File: config.mk
export PLATFORM = sky130hd
export DESIGN_NAME = stream_descrambler
export DESIGN_NICKNAME = d
export VERILOG_FILES = /design/src/rtl/stream_descrambler.sv
export SDC_FILE = /design/constraint.sdc
export NUM_CORES = 1
export LEC_CHECK = 0
export BUFFER_PORTS_ARGS = -buffer_cell sky130_fd_sc_hd__buf_2
export CAP_MARGIN = 20
export CELL_PAD_IN_SITES_DETAIL_PLACEMENT = 0
export CELL_PAD_IN_SITES_GLOBAL_PLACEMENT = 1
export CORE_ASPECT_RATIO = 0.7
export CORE_MARGIN = 10
export CORE_UTILIZATION = 45
export DETAILED_ROUTE_END_ITERATION = 6
export PLACE_DENSITY = 0.74
export SLEW_MARGIN = 10
export SYNTH_ARGS = -nofsm -noshare
export SYNTH_HDL_FRONTEND = slang
export SYNTH_SLANG_ARGS = --single-unit
File: constraint.sdc
create_clock -name clk -period 4.2 [get_ports clk]
set_input_delay 0.21 -clock clk [delete_from_list [all_inputs] [get_ports clk]]
set_output_delay 0.21 -clock clk [all_outputs]
set_load 0.02 [all_outputs]
File: src/rtl/stream_descrambler.sv
// Receive-side descrambler for the x^33 + x^13 + 1 side-stream scrambler.
// Acquires keystream lock from idle bits, verifies it, then descrambles and monitors idle errors.
module stream_descrambler #(
    parameter int VERIFY_LEN = 64,
    parameter int ERR_MAX    = 8,
    parameter int WINDOW     = 256
) (
    input  logic       clk,
    input  logic       rst_n,
    input  logic       load,
    input  logic       valid,
    input  logic       rx_bit,
    input  logic       rx_idle,
    output logic       data_out,
    output logic       data_valid,
    output logic       locked,
    output logic       lock_lost,
    output logic [7:0] err_cnt
);

    typedef enum logic [1:0] {
        ACQ,
        VERIFY,
        LOCKED
    } state_t;

    localparam logic [9:0]  MATCH_LAST = 10'(VERIFY_LEN - 1);
    localparam logic [7:0]  ERR_LIMIT  = 8'(ERR_MAX);
    localparam logic [15:0] WIN_LEN    = 16'(WINDOW);

    state_t      state, state_n;
    logic [32:0] lfsr, lfsr_n;
    logic [5:0]  acq_cnt, acq_cnt_n;
    logic [9:0]  match_cnt, match_cnt_n;
    logic [15:0] win_cnt, win_cnt_n;
    logic [7:0]  err_cnt_n;
    logic        data_out_n, data_valid_n, lock_lost_n;
    logic        p, d;
    logic [7:0]  err_inc;
    logic [15:0] win_inc;

    // p is the predicted keystream bit; d is the descrambled bit (nonzero on an idle mismatch).
    assign p       = lfsr[32] ^ lfsr[12];
    assign d       = rx_bit ^ p;
    assign err_inc = err_cnt + {7'd0, d};
    assign win_inc = win_cnt + 16'd1;
    assign locked  = (state == LOCKED);

    always_comb begin
        state_n      = state;
        lfsr_n       = lfsr;
        acq_cnt_n    = acq_cnt;
        match_cnt_n  = match_cnt;
        win_cnt_n    = win_cnt;
        err_cnt_n    = err_cnt;
        data_out_n   = data_out;
        data_valid_n = 1'b0;
        lock_lost_n  = 1'b0;

        if (load) begin
            state_n     = ACQ;
            acq_cnt_n   = '0;
            match_cnt_n = '0;
            win_cnt_n   = '0;
            err_cnt_n   = '0;
        end else if (valid) begin
            case (state)
                ACQ: begin
                    lfsr_n = {lfsr[31:0], rx_bit};
                    if (acq_cnt == 6'd32) begin
                        state_n     = VERIFY;
                        acq_cnt_n   = '0;
                        match_cnt_n = '0;
                    end else begin
                        acq_cnt_n = acq_cnt + 6'd1;
                    end
                end
                // A mismatching bit is dropped so the refill starts on the next received bit.
                VERIFY: begin
                    if (d) begin
                        state_n   = ACQ;
                        acq_cnt_n = '0;
                    end else begin
                        lfsr_n = {lfsr[31:0], p};
                        if (match_cnt == MATCH_LAST) begin
                            state_n     = LOCKED;
                            match_cnt_n = '0;
                            err_cnt_n   = '0;
                            win_cnt_n   = '0;
                        end else begin
                            match_cnt_n = match_cnt + 10'd1;
                        end
                    end
                end
                LOCKED: begin
                    lfsr_n       = {lfsr[31:0], p};
                    data_out_n   = d;
                    data_valid_n = 1'b1;
                    if (rx_idle) begin
                        // Loss of lock takes precedence over the window closing on the same bit.
                        if (d && (err_inc == ERR_LIMIT)) begin
                            state_n     = ACQ;
                            lock_lost_n = 1'b1;
                            err_cnt_n   = '0;
                            win_cnt_n   = '0;
                            acq_cnt_n   = '0;
                        end else if (win_inc == WIN_LEN) begin
                            win_cnt_n = '0;
                            err_cnt_n = '0;
                        end else begin
                            win_cnt_n = win_inc;
                            err_cnt_n = err_inc;
                        end
                    end
                end
                default: state_n = ACQ;
            endcase
        end
    end

    always_ff @(posedge clk or negedge rst_n) begin
        if (!rst_n) begin
            state      <= ACQ;
            lfsr       <= '0;
            acq_cnt    <= '0;
            match_cnt  <= '0;
            win_cnt    <= '0;
            err_cnt    <= '0;
            data_out   <= 1'b0;
            data_valid <= 1'b0;
            lock_lost  <= 1'b0;
        end else begin
            state      <= state_n;
            lfsr       <= lfsr_n;
            acq_cnt    <= acq_cnt_n;
            match_cnt  <= match_cnt_n;
            win_cnt    <= win_cnt_n;
            err_cnt    <= err_cnt_n;
            data_out   <= data_out_n;
            data_valid <= data_valid_n;
            lock_lost  <= lock_lost_n;
        end
    end

endmodule

==> flow_summary.yaml <==
timing:
  slew_violations: 0
  whs_ps: 153
  tightest_slew_ps: 1080
  tns_ps: 0
  finalCriticalPeriod_ps: 3320
  clock.fmax_ghz: 0.301
  period_share_pct: 79.1
  rsz0062_at_grt: "no"
  slew_headroom_pct: 27.7
  finalSetupViolCount: 0
  finalHoldViolations: 0
  finClkSkew_ps: 7.83
yosys:
  synth_area_per_cell_um2: 10.2
  yosysTopAreaCellShare_pct: 46.8
  synth_edf_count: 0
  yosys_warnings: 0
  ys_seq_elements: 78
  synth_top_area_cell: "dfrtp_1"
  synth_cell_types: 61
  synth.area.top_cells: "dfrtp_1, mux2_2, nand2_1"
  syn_nets: 424
  synth_seq_area_share_pct: 46.8
  syn_area_um2: 4170
  synth_cells: 409
  async_flop_share_pct: 100
  synthFlopType: "dfrtp_1"
global_route:
  antenna_found_initial: 0
  overflow: 0
  grt_pass1_vias: 2857
  grt_pass1_wl_um: 14400
  grt_max_degree: 79
  grt_usage_pct: 12.9
status:
  status: "finished, final reports clean"
detailed_routing:
  drtPass1Iterations: 4
  vias: 3059
  finalWirelength_um: 8400
  vias_per_cell: 5.58
  drt_iter0_drc: 208
  drc: 0
  final_antenna_net_count: 0
  post_drt_wl_per_cell_um: 15.3
worst_setup_path:
  ff2ff_setup_slack_ps: 880
  critPathRequiredTime_ps: 4420
  arrival_ps: 3540
  worstSetupEndpointType: "flip-flop"
  worstSetupPathType: "reg2reg"
  worstPathMaxFanout: 8
  critPathLaunchType: "flip-flop"
clocking:
  cts_root_buffer: "clkbuf_16"
  cts_made_buffers: 9
  htree_num_levels: 3
  clk_pin_slew_ps: 60
  clock_sinks: 78
  ctsResizeCount: 0
  clk_latency_ps: 330
  cts_tree: "done"
  clk_path_buf_depth: 2
placement:
  placed_cells: 530
  place_congestion: 0.796
  dp.final_hpwl_um: 5630
  dpl_cell_area_um2: 4320
  io_buffer_count: 17
layout:
  antenna_cells: 0
  final_common_cell: "dfrtp_1"
  nets: 434
  final_cells: 548
  drive_gt1_share_pct: 21.2
  design_area_um2: 4630
  syn_to_final_growth_pct: 10.9
  utilization_pct: 51.2
  final_cell_mix: "dfrtp_1, nand2_1, mux2_2"
flow_run:
  maxCapViolCount: 0
die:
  die_h_um: 101
  start_util_pct: 46.2
  io_pins: 18
  rows: 29
  fp.dieW_um: 135
  dieArea_um2: 13600
  coreArea_um2: 9030
power:
  power_density_nw_per_um2: 376
  peakVddDrop_mv: 0.202
  p_leak_nw: 2.06
worst_hold_path:
  hp-class: "in2reg"
==> final timing paths <==
| path | start | cells past startpoint | to |
|---|---|---|---|
| setup / recovery | lfsr[12] | 10 | acq_cnt[2] |
| hold / removal | rx_idle | 3 | lock_lost |
| setup reg to reg | lfsr[12] | 10 | acq_cnt[2] |
| hold reg to reg | lfsr[0] | 1 | lfsr[1] |
| max in group asynchronous | rst_n | 3 | lfsr[22] |
| min in group asynchronous | rst_n | 2 | match_cnt[1] |
==> metal layers <==
| metal | global-route usage (%) | wire length, um | up-vias |
|---|---|---|---|
| met4 | 3.55 | 77 | 0 |
| met1 | 18.9 | 4510 | 1480 |
| met2 | 17.7 | 3510 | 45 |
| met5 | 0 | 0 | - |
| li1 | - | - | 1527 |
| met3 | 3.78 | 304 | 7 |
==> logic make-up after synthesis <==
kind of cell | count (synthesis) | share of synthesized area [%]
buf+inv | 38 | 4.17
xor+xnor | 6 | 1.65
fa+ha+maj | 9 | 2.70
mux | 40 | 10.7
compound gates | 94 | 15.2
flops | 78 | 46.8
simple gates | 144 | 18.7
==> sequential cells by signal, summed over array words and instances (netlist names) <==
| register | flops |
|---|---|
| data_valid | 1 |
| match_cnt | 10 |
| state | 2 |
| lfsr | 33 |
| win_cnt | 16 |
| err_cnt | 8 |
| data_out | 1 |
| lock_lost | 1 |
| acq_cnt | 6 |
==> metrics by stage <==
stage	power [mW]	worst slack, ps
5_1_grt	1.83	650
3_5_place_dp	1.04	904
4_1_cts	1.76	884
6_report	1.74	877
3_3_place_gp	1.03	996
2_1_floorplan	0.990	1290
==> synthesized netlist by cell type (2+ instances only) <==
library cell / n
nand2b_1: 9
o21ai_0: 18
o211a_1: 3
inv_1: 15
a31oi_1: 18
mux2i_1: 2
o22ai_1: 2
o21ai_2: 2
mux2_2: 38
buf_2: 10
o31ai_1: 2
nand3_1: 11
xor2_1: 2
nor4_1: 2
a22o_1: 4
o211ai_1: 2
nand2_1: 41
nor2b_1: 3
a21oi_1: 17
and4b_1: 2
nand4b_1: 2
buf_6: 2
clkbuf_1: 9
dfrtp_1: 78
nor2_1: 20
nor4_2: 2
or2_2: 4
or3_1: 6
a21o_1: 2
nand4_1: 7
and3_1: 9
o21ai_1: 9
ha_1: 9
nand3b_1: 2
and4_1: 4
xnor2_1: 3
nor3_1: 11
a211o_1: 3
nand3_2: 2
==> critical path: stages, from the launching register on <==
cell	delay, ps
dfrtp_1	390
xor3_2	540
ha_1	270
ha_1	280
nand3_1	140
nor2_1	70
xnor2_1	380
a41o_1	330
and4_1	390
o21ai_0	140
a32o_1	270
==> where the power goes <==
part | switching, mW | total, mW | internal [mW]
logic | 0.0753 | 0.168 | 0.0924
registers | 0.0354 | 0.857 | 0.821
clock network | 0.310 | 0.714 | 0.404
total | 0.421 | 1.74 | 1.32
==> cell type report <==
cell class	count	area, um2
fill	818	4410
multi-input combinational	293	2050
sequential	78	1950
clock buffer	10	229
tap	124	155
timing repair buffer	22	140
inverter	15	56.3
clock inverter	6	47.5
==> what timing repair did <==
item,in CTS,in global routing
endpoints found under the hold margin,0,35
buffers inserted,0,0
hold buffers,0,1
No activity file was read; power rests on OpenSTA's default activity.
